$ cat src/rtl/sample_walker_pkg.sv
// Shared types, sizes and the step decoder for the bounding-box sample walker.
package sample_walker_pkg;

   localparam int unsigned SIGFIG = 24;
   localparam int unsigned RADIX  = 10;
   localparam int unsigned VERTS  = 3;
   localparam int unsigned AXIS   = 3;
   localparam int unsigned COLORS = 3;

   typedef logic signed [SIGFIG-1:0]                word_t;
   typedef logic [VERTS-1:0][AXIS-1:0][SIGFIG-1:0]  tri_t;
   typedef logic [COLORS-1:0][SIGFIG-1:0]           color_t;
   typedef logic [1:0][1:0][SIGFIG-1:0]             box_t;     // [0]=LL, [1]=UR; [n][0]=x
   typedef logic [1:0][SIGFIG-1:0]                  sample_t;  // [0]=x, [1]=y

   typedef enum logic {WAIT, TEST} walk_state_t;

   // Anything that is not a clean one-hot code falls back to a whole-pixel step.
   function automatic word_t step_from_subsample(input logic [3:0] sub, input int unsigned radix);
      int unsigned k;
      case (sub)
         4'b1000: k = 0;
         4'b0100: k = 1;
         4'b0010: k = 2;
         4'b0001: k = 3;
         default: k = 0;
      endcase
      return word_t'(1) << (radix - k);
   endfunction

endpackage

$ cat src/rtl/sample_walker_if.sv
// R13 input bundle from the bbox stage and R14 output bundle to the sample tester.
interface sample_walker_if;
   import sample_walker_pkg::*;

   tri_t        tri_R13S;
   color_t      color_R13U;
   box_t        box_R13S;
   logic        validTri_R13H;
   logic [3:0]  subSample_RnnnnU;
   logic        halt_RnnnnL;
   tri_t        tri_R14S;
   color_t      color_R14U;
   sample_t     sample_R14S;
   logic        validSamp_R14H;

   modport slave (
      input  tri_R13S, color_R13U, box_R13S, validTri_R13H, subSample_RnnnnU,
      output halt_RnnnnL, tri_R14S, color_R14U, sample_R14S, validSamp_R14H
   );

   modport master (
      output tri_R13S, color_R13U, box_R13S, validTri_R13H, subSample_RnnnnU,
      input  halt_RnnnnL, tri_R14S, color_R14U, sample_R14S, validSamp_R14H
   );

endinterface

$ cat src/rtl/sample_walker.sv
// Walks every subsample of a grid-aligned bounding box in raster order, one sample per cycle,
// holding the upstream stage while a walk is in progress.
module sample_walker
   import sample_walker_pkg::*;
(
   input  logic             clk,
   input  logic             rst,
   sample_walker_if.slave   bus
);

   walk_state_t state_q;
   tri_t        tri_q;
   color_t      color_q;
   box_t        box_q;
   word_t       step_q;
   sample_t     sample_q;
   logic        valid_q;

   word_t cur_x, cur_y, ur_x, ur_y, ll_x;
   word_t x_nxt, y_nxt;
   logic  last_samp;

   assign cur_x = word_t'(sample_q[0]);
   assign cur_y = word_t'(sample_q[1]);
   assign ll_x  = word_t'(box_q[0][0]);
   assign ur_x  = word_t'(box_q[1][0]);
   assign ur_y  = word_t'(box_q[1][1]);

   always_comb begin
      x_nxt     = cur_x;
      y_nxt     = cur_y;
      last_samp = 1'b0;
      if (cur_x < ur_x) begin
         x_nxt = cur_x + step_q;
      end else if (cur_y < ur_y) begin
         x_nxt = ll_x;
         y_nxt = cur_y + step_q;
      end else begin
         last_samp = 1'b1;
      end
   end

   always_ff @(posedge clk or posedge rst) begin
      if (rst) begin
         state_q  <= WAIT;
         tri_q    <= '0;
         color_q  <= '0;
         box_q    <= '0;
         step_q   <= '0;
         sample_q <= '0;
         valid_q  <= 1'b0;
      end else begin
         case (state_q)
            WAIT: begin
               if (bus.validTri_R13H) begin
                  tri_q    <= bus.tri_R13S;
                  color_q  <= bus.color_R13U;
                  box_q    <= bus.box_R13S;
                  step_q   <= step_from_subsample(bus.subSample_RnnnnU, RADIX);
                  sample_q <= bus.box_R13S[0];
                  valid_q  <= 1'b1;
                  state_q  <= TEST;
               end else begin
                  valid_q  <= 1'b0;
               end
            end
            TEST: begin
               // The last sample keeps its position; only valid drops on the way back to WAIT.
               if (last_samp) begin
                  valid_q  <= 1'b0;
                  state_q  <= WAIT;
               end else begin
                  sample_q <= {y_nxt, x_nxt};
               end
            end
            default: state_q <= WAIT;
         endcase
      end
   end

   assign bus.halt_RnnnnL    = (state_q == WAIT);
   assign bus.tri_R14S       = tri_q;
   assign bus.color_R14U     = color_q;
   assign bus.sample_R14S    = sample_q;
   assign bus.validSamp_R14H = valid_q;

endmodule

$ cat src/flat_wrapper.sv
// flat-port wrapper written by rule: the top's interface ports become plain ports
module sample_walker_flat import sample_walker_pkg::*;
  (clk, rst, bus_tri_R13S, bus_color_R13U, bus_box_R13S, bus_validTri_R13H, bus_subSample_RnnnnU, bus_halt_RnnnnL, bus_tri_R14S, bus_color_R14U, bus_sample_R14S, bus_validSamp_R14H);
  sample_walker_if bus_i ();
  input  logic clk;
  input  logic rst;
  input wire logic [$bits(bus_i.tri_R13S)-1:0] bus_tri_R13S;
  input wire logic [$bits(bus_i.color_R13U)-1:0] bus_color_R13U;
  input wire logic [$bits(bus_i.box_R13S)-1:0] bus_box_R13S;
  input wire logic [$bits(bus_i.validTri_R13H)-1:0] bus_validTri_R13H;
  input wire logic [$bits(bus_i.subSample_RnnnnU)-1:0] bus_subSample_RnnnnU;
  output wire logic [$bits(bus_i.halt_RnnnnL)-1:0] bus_halt_RnnnnL;
  output wire logic [$bits(bus_i.tri_R14S)-1:0] bus_tri_R14S;
  output wire logic [$bits(bus_i.color_R14U)-1:0] bus_color_R14U;
  output wire logic [$bits(bus_i.sample_R14S)-1:0] bus_sample_R14S;
  output wire logic [$bits(bus_i.validSamp_R14H)-1:0] bus_validSamp_R14H;
  assign bus_i.tri_R13S = bus_tri_R13S;
  assign bus_i.color_R13U = bus_color_R13U;
  assign bus_i.box_R13S = bus_box_R13S;
  assign bus_i.validTri_R13H = bus_validTri_R13H;
  assign bus_i.subSample_RnnnnU = bus_subSample_RnnnnU;
  assign bus_halt_RnnnnL = bus_i.halt_RnnnnL;
  assign bus_tri_R14S = bus_i.tri_R14S;
  assign bus_color_R14U = bus_i.color_R14U;
  assign bus_sample_R14S = bus_i.sample_R14S;
  assign bus_validSamp_R14H = bus_i.validSamp_R14H;
  sample_walker u_core (.clk(clk), .rst(rst), .bus(bus_i));
endmodule
$ cat config.mk
export PLATFORM = sky130hd
export DESIGN_NAME = sample_walker_flat
export DESIGN_NICKNAME = d
export VERILOG_FILES = /design/src/rtl/sample_walker_pkg.sv /design/src/rtl/sample_walker_if.sv /design/src/rtl/sample_walker.sv /design/src/flat_wrapper.sv
export SDC_FILE = /design/constraint.sdc
export NUM_CORES = 1
export LEC_CHECK = 0
export ABC_AREA = 1
export CORE_AREA = 2 2 283 285
export CTS_BUF_LIST = sky130_fd_sc_hd__clkbuf_8 sky130_fd_sc_hd__clkbuf_16
export DETAILED_ROUTE_END_ITERATION = 8
export DIE_AREA = 0 0 285 287
export DONT_BUFFER_PORTS = 1
export PLACE_DENSITY = 0.45
export SYNTH_ARGS = -nofsm -noshare
export SYNTH_HDL_FRONTEND = slang
export SYNTH_SLANG_ARGS = --single-unit
$ cat constraint.sdc
create_clock -name clk -period 37.6 [get_ports clk]
set_input_delay 9.4 -clock clk [delete_from_list [all_inputs] [get_ports clk]]
set_output_delay 9.4 -clock clk [all_outputs]
set_load 0.01 [all_outputs]
# ---- After elaboration in Yosys (flattened, before gate mapping)
# Cells that the tools add are included.
dict set report op_classes {
  addsub 3
  multipliers 0
  div 0
  order_cmp 2
  eq_ne 9
  shifts 1
  n_mux 17
  bitwise_logic 1
  n_reduce_logical 3
}
# op n
set ops {}
lappend ops {{24-bit 2-to-1 mux} 4}
lappend ops {{48-bit 2-to-1 mux} 2}
lappend ops {{48-bit case mux with 2 select lines} 1}
lappend ops {{32-bit 2-to-1 mux} 2}
lappend ops {{24-bit adder} 2}
lappend ops {{24-bit less-than comparator} 2}
lappend ops {{1-bit by 32-bit left shift with 24-bit output, first input constant} 1}
lappend ops {{4-bit by 32-bit subtractor with 32-bit output, first input constant} 1}
lappend ops {{2-bit != test, second input constant} 5}
lappend ops {{2-bit case mux with 3 select lines} 1}
lappend ops {{1-bit 2-to-1 mux} 5}
lappend ops {{4-bit by 1-bit == test with 1-bit output, second input constant} 1}
lappend ops {{4-bit by 2-bit == test with 1-bit output, second input constant} 1}
lappend ops {{4-bit by 3-bit == test with 1-bit output, second input constant} 1}
lappend ops {{1-bit case mux with 2 select lines} 2}
lappend ops {{4-bit AND reduction} 1}
lappend ops {{3-bit != test, second input constant} 1}
lappend ops {{3-bit AND reduction} 1}
lappend ops {{2-bit AND reduction} 1}
lappend ops {{1-bit inverter} 1}
dict set report totals {
  reg_bits 434
  latch_bits 0
  ramBits 0
  rom_bits 0
  input_bits 391
  output_inout_bits 338
  memories 0
}

# ---- Depth between registers and ports, before layout
# Gate-level depths: netlist (run 1).
dict set report logic_depth {
  word_depth 6
  depth_mapped 18
  ltp_nobuf 17
}

# ---- Worst setup path before layout (run 1)
# No wires, ideal clock.
dict set report synth_timing {
  path_type {input -> register}
  startpoint {in bus_validTri_R13H}
  endpoint {reg u_core.box_q (netlist bit u_core.ur_y[10])}
  t_arrival_ps 10426
  slack_ps 27044
  path_stages 6
  n_path_buf 2
  cell_sequence {nand2_1 clkinv_1 clkbuf_1 clkbuf_1 nand2_1 o21ai_0}
}
dict set report synth_between {
  elab_chain_len 1
}
# element line
set synth_rtl {}
lappend synth_rtl {{start, declared} flat_wrapper.sv:10} ;# input wire logic [$bits(bus_i.validTri_R13H)-1:0] bus_validTri_R13H;
lappend synth_rtl {{2-bit AND reduction (no line)} -}
lappend synth_rtl {{end signal, assigned} sample_walker.sv:58} ;# box_q <= bus.box_R13S;
lappend synth_rtl {{end, declared} sample_walker.sv:14} ;# box_t box_q;
# Every way passes these cells.
# A chain may end at the register's enable or synchronous reset.

# ---- Worst setup path in the final report (run 1)
dict set report layout_timing {
  startpoint {in bus_validTri_R13H}
  endpoint {reg u_core.tri_q (netlist bit u_core.bus.tri_R14S[215])}
}
dict set report layout_between {
  elab_chain_len 1
}
# element line
set layout_rtl {}
lappend layout_rtl {{2-bit AND reduction (no line)} -}
lappend layout_rtl {{end signal, assigned} sample_walker.sv:56} ;# tri_q <= bus.tri_R13S;
lappend layout_rtl {{end, declared} sample_walker.sv:12} ;# tri_t tri_q;
# Every way passes these cells.

==> results of run 1 <==
## final cells by class
cell class / instances / area share (%)
sequential: 423 / 45.4
multi-input combinational: 1941 / 37.1
clock buffer: 62 / 6.17
tap: 1050 / 5.64
inverter: 205 / 3.38
clock inverter: 35 / 1.81
timing repair buffer: 14 / 0.505
antenna: 1 / 0.0107
## synth_stat cells (all sizes together)
cell	n	area, µm²
a21o	2	15.0
o31ai	2	15.0
nor3	13	70.1
inv	204	768
o21bai	1	7.51
a21boi	1	7.51
o21ai	84	420
o41ai	1	8.76
nand3b	4	30.0
o22ai	2	12.5
or2	6	37.5
ha	78	976
fa	2	40.0
o21a	5	37.5
nand3	125	661
nand4	14	103
dfrtp	423	10600
clkinv	1	3.75
nor2	76	293
xor2	8	70.1
xnor2	6	52.6
nand2	1454	5480
a31oi	2	12.5
clkbuf	85	319
a21oi	52	260
nor4	3	18.8
buf	20	115
## worst min-delay path: cells and delay by family (launching register included)
family	cells	cell delay [ns]
and+or+nand+nor	2	0.10
DFF	1	0.34
## worst max path at each step
stage                       from                  endpoint  slack, ns  depth (start not counted)
2_1_floorplan                rst  u_core.bus.color_R14U[0]      16.42                          1
6_report       bus_validTri_R13H  u_core.bus.tri_R14S[215]      25.70                          6
4_1_cts        bus_validTri_R13H   u_core.bus.tri_R14S[89]      25.78                          6
3_5_place_dp   bus_validTri_R13H   u_core.bus.tri_R14S[89]      25.15                          6
5_1_grt        bus_validTri_R13H  u_core.bus.tri_R14S[135]      25.50                          6
3_3_place_gp   bus_validTri_R13H  u_core.bus.tri_R14S[144]      25.15                          6
## power groups by stage
stage	sequential [mW]	clock, mW	combinational (mW)
global placement	0.997	0	0.793
CTS	0.987	0.561	0.806
detailed placement	0.991	0	0.803
global route	0.999	0.579	0.926
floorplan	0.866	0	0.631
finish	0.977	0.545	0.788
## flip-flops by register name, summed over array words and instances, names as in the netlist, 13 cells and up
register	count
u_core.cur_x	24
u_core.bus.color_R14U	72
u_core.bus.tri_R14S	216
u_core.cur_y	24
u_core.ur_x	24
u_core.ll_x	24
u_core.ur_y	24
u_core.step_q	13
## kinds of logic (layout without fill, tap and decap cells)
logic type	after synthesis	in the layout	synth area share (%)
other	0	1	0
AOI/OAI and AO/OA	152	152	3.90
and+or+nand+nor	1695	1695	32.8
xor gates and xnor gates	14	14	0.601
DFF	423	423	51.8
buffers and inverters	310	316	5.91
adders and majority gates	80	80	4.98
## routing by layer
metal	up-vias	routed length, µm
met5	-	109
met2	530	38700
li1	8184	-
met1	7789	31900
met3	130	5840
met4	16	3080
==> impl_metrics.yaml, run 1 <==
synthesis:
  syn_avg_cell_area_um2: 7.64
  yosysSeqAreaShare_pct: 51.8
  synth_area_um2: 20400
  synth_cell_types: 38
  yosys_warnings: 0
  synth_seq_cells: 423
  synth_nets: 3145
  synthCells: 2674
clock_network:
  cts_max_level: 2
  cts_made_buffers: 52
  cts.sinks: 423
  clockBufferDepth: 3
  post_cts_resize_count: 0
  cts.hold.buffers_added: 0
  ctsRootBufferMaster: "clkbuf_16"
  post-cts-setup-buffers: 0
  insertion_delay_ns: 0.61
  clk_pin_slew_ns: 0.06
  cts_tree: "yes"
worst_setup_path:
  worstPathCellList: "nand2_4, buf_4, buf_4, buf_4, nand2_1, nand2_1"
  path_buf_inv: 3
  critPathKind: "in -> reg"
  worstPathArrival_ns: 12.42
  timing.critical_path.mode_cell: "buf_4"
  reg2reg_to: "u_core.bus.tri_R14S[215]"
  worst-r2r-setup-slack_ns: 33.78
  rr_startpoint: "u_core.state_q"
  cp-end-kind: "flip-flop"
  crit_path_max_incr_delay_ns: 0.83
  crit_family: "buffers and inverters"
  r2r_cells: 7
  cp_slowest_cell: "buf_4"
  start_kind: "primary input"
  path_max_fanout: 83
  cp.required_ns: 38.12
global_route:
  top_usage_layer: "met2"
  grt.met2_usage_pct: 32.0
  grt.overflow.total: 0
  grt_pass1_wl_mm: 115
  antenna_found_initial: 10
  met3_usage_pct: 5.70
  grt_start_max_net_pins: 146
  track_usage_pct: 18.8
  grt_pass1_vias: 16500
  gr-usage-met1_pct: 22.4
finish:
  fin_cells: 3731
  fin_util_pct: 29.6
  syn2layout_area_growth_pct: 14.1
  seq_area_um2: 10600
  final_area_um2: 23300
  final_cell_mix: "nand2_1 (1,446), dfrtp_1 (423), inv_1 (208)"
  fillers: 8583
  fin_nets: 3108
  multi_input_area_um2: 8640
  drive_gt1_share_pct: 4.89
  layout_commonest_cell: "nand2_1"
floorplan:
  num_rows: 103
  start_util_pct: 26.0
  io_pins: 729
  die-width_um: 285
  die_h_um: 287
  core_um2: 78600
  die_area_um2: 81800
power_and_ir_drop:
  p_per_area_nw_per_um2: 99.1
  p_int_mw: 1.26
  combPwrFrac_pct: 34.1
  seqPwrFrac_pct: 42.3
  total_power_mw: 2.31
  ir_worst_vdd_mv: 0.0456
  switching_share_pct: 45.6
  netSwitchingPower_mw: 1.05
  p_leak_nw: 12.5
  pwr-share-clk_pct: 23.6
detailed_routing:
  vias: 16600
  wl_per_cell_um: 21.3
  ant_nets: 0
  via_per_inst: 4.46
  drt-initial-drc-count: 1000
  dr.pass1.iters: 7
  drt-total-wl_mm: 79.6
  drc: 0
sta:
  rsz0062_at_grt: "false"
  layout_worst_path_cycle_share_pct: 31.6
  hold_slack_ns: 0.482
  slew_violations: 0
  tightest_slew_ns: 0.999
  clock_skew_ns: 0.0179
  setup_tns_ns: 0
  fin_crit_ns: 11.90
  slew_headroom_pct: 33.4
  worst_slack_ns: 25.70
  hold_viol: 0
  setup_viol: 0
  max_freq_mhz: 84.0
worst_hold_path:
  hold_path_class: "reg -> reg"
  hold_end: "u_core.ll_x[22]"
  hold_depth: 2
  hp-start: "u_core.ll_x[22]"
placement:
  io_buffers: 0
  dpl.hpwl_mm: 60.3
  dpl.cell_count: 3633
  dp_slack_ns: 25.15
  placed_area_um2: 21400
  gp_congestion: 0.885
status:
  outcome: "completed"
run:
  drv_cap: 0
Power figures use the tool's default switching activity.
==> run 2, diff against run 1 <==
--- a/config.mk
+++ b/config.mk
@@ -11,7 +11,7 @@
 export DETAILED_ROUTE_END_ITERATION = 8
 export DIE_AREA = 0 0 285 287
 export DONT_BUFFER_PORTS = 1
-export PLACE_DENSITY = 0.45
+export PLACE_DENSITY = 0.47
 export SYNTH_ARGS = -nofsm -noshare
 export SYNTH_HDL_FRONTEND = slang
 export SYNTH_SLANG_ARGS = --single-unit
==> constraint.sdc (replaced) <==
create_clock -name clk -period 10.67 [get_ports clk]
set_input_delay 2.6675 -clock clk [delete_from_list [all_inputs] [get_ports clk]]
set_output_delay 2.6675 -clock clk [all_outputs]
set_load 0.01 [all_outputs]
==> impl_metrics.yaml, run 2 (synthesis results as in run 1) <==
global_route:
  track_usage_pct: 18.5
  grt_pass1_vias: 16700
  antenna_found_initial: 33
  grt.overflow.total: 0
  grt_pass1_wl_mm: 113
  grt_start_max_net_pins: 152
finish:
  fillers: 8557
  layout_commonest_cell: "nand2_1"
  final_cell_mix: "nand2_1 (1,446), dfrtp_1 (423), inv_1 (204)"
  fin_nets: 3107
  final_area_um2: 23300
  fin_cells: 3739
  largest_reg_flops: 216
  fin_util_pct: 29.7
  syn2layout_area_growth_pct: 14.2
  drive_gt1_share_pct: 4.97
sta:
  slew_violations: 0
  setup_tns_ns: 0
  hold_slack_ns: 0.483
  clock_skew_ns: 0.0205
  hold_viol: 0
  max_freq_mhz: 207
  worst_slack_ns: 5.83
  rsz0062_at_grt: "false"
  setup_viol: 0
  tightest_slew_ns: 0.975
  fin_crit_ns: 4.84
  layout_worst_path_cycle_share_pct: 45.3
  slew_headroom_pct: 35.0
run:
  drv_cap: 0
placement:
  dpl.cell_count: 3634
  io_buffers: 0
  dpl.hpwl_mm: 59.5
  placed_area_um2: 21500
  dp_slack_ns: 5.15
  gp_congestion: 0.889
worst_setup_path:
  path_buf_inv: 3
  cp.required_ns: 11.20
  worstPathArrival_ns: 5.37
  path_max_fanout: 67
  timing.critical_path.mode_cell: "buf_4"
  crit_cells: 6
  crit_path_max_incr_delay_ns: 0.65
  start_kind: "primary input"
  critPathKind: "in -> reg"
  worstPathCellList: "nand2_4, buf_4, buf_4, buf_4, nand2_1, nand2_1"
  r2r_cells: 8
  worst-r2r-setup-slack_ns: 6.60
  cp-end-kind: "flip-flop"
  crit_family: "buffers and inverters"
  cp_slowest_cell: "buf_4"
power_and_ir_drop:
  total_power_mw: 8.10
  p_leak_nw: 12.5
  p_per_area_nw_per_um2: 347
  ir_worst_vdd_mv: 0.150
floorplan:
  num_rows: 103
  die_area_um2: 81800
  core_um2: 78600
  die_h_um: 287
  start_util_pct: 26.0
  die-width_um: 285
  io_pins: 729
clock_network:
  cts_max_level: 2
  cts.sinks: 423
  cts_tree: "yes"
  clk_pin_slew_ns: 0.06
  cts.hold.buffers_added: 0
  clockBufferDepth: 3
  post-cts-setup-buffers: 0
  ctsRootBufferMaster: "clkbuf_16"
  cts_made_buffers: 50
  insertion_delay_ns: 0.60
  post_cts_resize_count: 0
worst_hold_path:
  hold_path_class: "reg -> reg"
  hold_depth: 2
detailed_routing:
  drc: 0
  ant_nets: 0
  drt-initial-drc-count: 1069
  vias: 16700
  drt-total-wl_mm: 78.4
  wl_per_cell_um: 21.0
  via_per_inst: 4.46
  dr.pass1.iters: 5
status:
  outcome: "completed"
==> run 2: final cells by class <==
cell class / count / area (µm²) / share of cell area (%)
flip-flops and latches: 423 / 10600 / 45.4
multi-input cells: 1941 / 8640 / 37.0
clock buffers: 58 / 1370 / 5.88
well taps: 1050 / 1310 / 5.63
inverters: 205 / 783 / 3.36
clock inverters: 36 / 458 / 1.96
repair buffers: 15 / 150 / 0.644
diodes: 11 / 27.5 / 0.118
==> run 2: final timing paths <==
kind | endpoint | from
min reg2reg | u_core.ll_x[22] | u_core.ll_x[22]
max in group asynchronous | u_core.bus.tri_R14S[33] | rst
min in group asynchronous | u_core.bus.tri_R14S[23] | rst
max reg2reg | u_core.ll_x[2] | u_core.state_q
max | u_core.bus.color_R14U[8] | bus_validTri_R13H
min | u_core.ll_x[22] | u_core.ll_x[22]
==> run 2: tightest hold or removal path: stages, from the launching register on <==
cell and delay [ns]:
dfrtp_1 0.34, nand2_1 0.05, nand2_1 0.06
==> run 2: power breakdown <==
part           leakage, nW  switching (mW)  internal, mW
clock                0.903           0.756          1.15
combinational         6.31            1.85         0.920
sequential            5.27            1.07          2.35
==> run 2: routing by layer <==
layer / GRT usage (%) / share of wire [%] / up-vias / wire, µm
met5: 0 / 0.34 / - / 270
met4: 8.89 / 4.8 / 42 / 3790
met3: 7.19 / 8.6 / 198 / 6740
met2: 30.5 / 48 / 546 / 37300
met1: 21.0 / 39 / 7682 / 30300
li1: - / - / 8195 / -
==> run 3, diff against run 2 <==
==> constraint.sdc (replaced) <==
create_clock -name clk -period 4.4 [get_ports clk]
set_input_delay 1.1 -clock clk [delete_from_list [all_inputs] [get_ports clk]]
set_output_delay 1.1 -clock clk [all_outputs]
set_load 0.01 [all_outputs]
==> impl_metrics.yaml, run 3 (synthesis results as in run 1) <==
status:
  outcome: "completed"
finish:
  fin_util_pct: 29.7
  layout_commonest_cell: "nand2_1"
  largest_reg_flops: 216
  fillers: 8578
  fin_cells: 3735
  syn2layout_area_growth_pct: 14.3
  seq_area_um2: 10600
  fin_nets: 3120
  multi_input_area_um2: 8640
  final_cell_mix: "nand2_1 (1,446), dfrtp_1 (423), inv_1 (206)"
  final_area_um2: 23300
  drive_gt1_share_pct: 5.07
clock_network:
  post-cts-setup-buffers: 0
  cts_tree: "yes"
  cts.sinks: 423
  clk_pin_slew_ns: 0.07
  cts_max_level: 2
  cts_made_buffers: 50
  clockBufferDepth: 3
  cts.hold.buffers_added: 0
  ctsRootBufferMaster: "clkbuf_16"
  post_cts_resize_count: 0
  insertion_delay_ns: 0.60
detailed_routing:
  met3_length_mm: 5.79
  dr.pass1.iters: 5
  vias: 16900
  drt-initial-drc-count: 1269
  ant_nets: 0
  wl_met2_mm: 38.5
  top_layer: "met5"
  drt-total-wl_mm: 79.2
  via_per_inst: 4.52
  drc: 0
  wl_per_cell_um: 21.2
  wl_met1_mm: 31.5
floorplan:
  die_h_um: 287
  core_um2: 78600
  die_area_um2: 81800
  start_util_pct: 26.0
  io_pins: 729
  die-width_um: 285
  num_rows: 103
power_and_ir_drop:
  p_leak_nw: 12.5
  total_power_mw: 19.3
  p_per_area_nw_per_um2: 829
  ir_worst_vdd_mv: 0.332
placement:
  io_buffers: 0
  dpl.hpwl_mm: 61.0
  gp_congestion: 0.878
  dpl.cell_count: 3647
  placed_area_um2: 21700
sta:
  max_freq_mhz: 313
  slew_headroom_pct: 23.6
  layout_worst_path_cycle_share_pct: 72.6
  rsz0062_at_grt: "false"
  fin_crit_ns: 3.20
  hold_viol: 0
  hold_slack_ns: 0.447
  setup_viol: 0
  slew_violations: 0
  tightest_slew_ns: 1.15
  clock_skew_ns: 0.0189
worst_setup_path:
  worstPathArrival_ns: 3.71
  start_kind: "flip-flop"
  crit_path_max_incr_delay_ns: 0.48
  cp-end-kind: "flip-flop"
  timing.critical_path.mode_cell: "nand2_2"
  r2r_cells: 13
  worstPathCellList: "ha_1, nand2_2, nor2_2, nand2_2, nor3_2, nand2_1, nand2_2, nand2_2, nand2_2, nand4_4, nand2_4, nand2_1, nand2_1"
  critPathKind: "reg -> reg"
  cp.required_ns: 4.92
  path_max_fanout: 25
  cp_slowest_cell: "dfrtp_1"
global_route:
  antenna_found_initial: 15
  track_usage_pct: 18.7
  grt_start_max_net_pins: 185
  grt.overflow.total: 0
  grt_pass1_vias: 16700
  grt_pass1_wl_mm: 115
run:
  drv_cap: 0
worst_hold_path:
  hold_path_class: "in -> async"
==> run 3: worst max-delay path, delay by kind of cell (launching register included) <==
family        cells  cell delay, ns
flops             1            0.48
fa+ha+maj         1            0.47
simple gates     12            2.13
==> run 3: per-layer routing <==
layer / global-route usage (%) / vias up
li1: - / 8186
met1: 22.4 / 7962
met2: 31.6 / 551
met3: 5.57 / 147
met4: 7.41 / 22
met5: 0 / -
==> run 3: report_power, final <==
| group | total (mW) | internal (mW) | switching (mW) | leakage (nW) |
|---|---|---|---|---|
| registers | 8.20 | 5.71 | 2.49 | 5.27 |
| logic | 6.87 | 2.29 | 4.58 | 6.40 |
| clock network | 4.28 | 2.52 | 1.75 | 0.833 |
==> run 3: metrics by stage <==
| step | worst slack [ns] | setup TNS (ns) |
|---|---|---|
| floorplan | -2.41 | -1018.36 |
| global placement | 1.22 | 0 |
| detailed placement | 1.16 | 0 |
| CTS | 1.15 | 0 |
| global route | 0.890 | 0 |
| finish | 1.20 | 0 |
==> run 3: area by class of cell <==
class	instances	area share [%]
clock buffer	62	6.12
antenna	2	0.0214
sequential	423	45.4
inverter	205	3.36
timing repair buffer	28	1.44
tap	1050	5.63
clock inverter	24	1.06
multi-input combinational	1941	37.0
==> run 3: path summary, 6_finish.rpt <==
check                                          end  slack (ns)              from
setup / recovery                  u_core.cur_y[16]        1.20  u_core.cur_x[23]
hold / removal                      u_core.ur_x[3]        0.45               rst
hold reg to reg                    u_core.ll_x[21]        0.48   u_core.ll_x[21]
setup reg to reg                  u_core.cur_y[16]        1.20  u_core.cur_x[23]
max in group asynchronous  u_core.bus.tri_R14S[50]        2.90               rst
min in group clk                   u_core.ll_x[21]        0.48   u_core.ll_x[21]
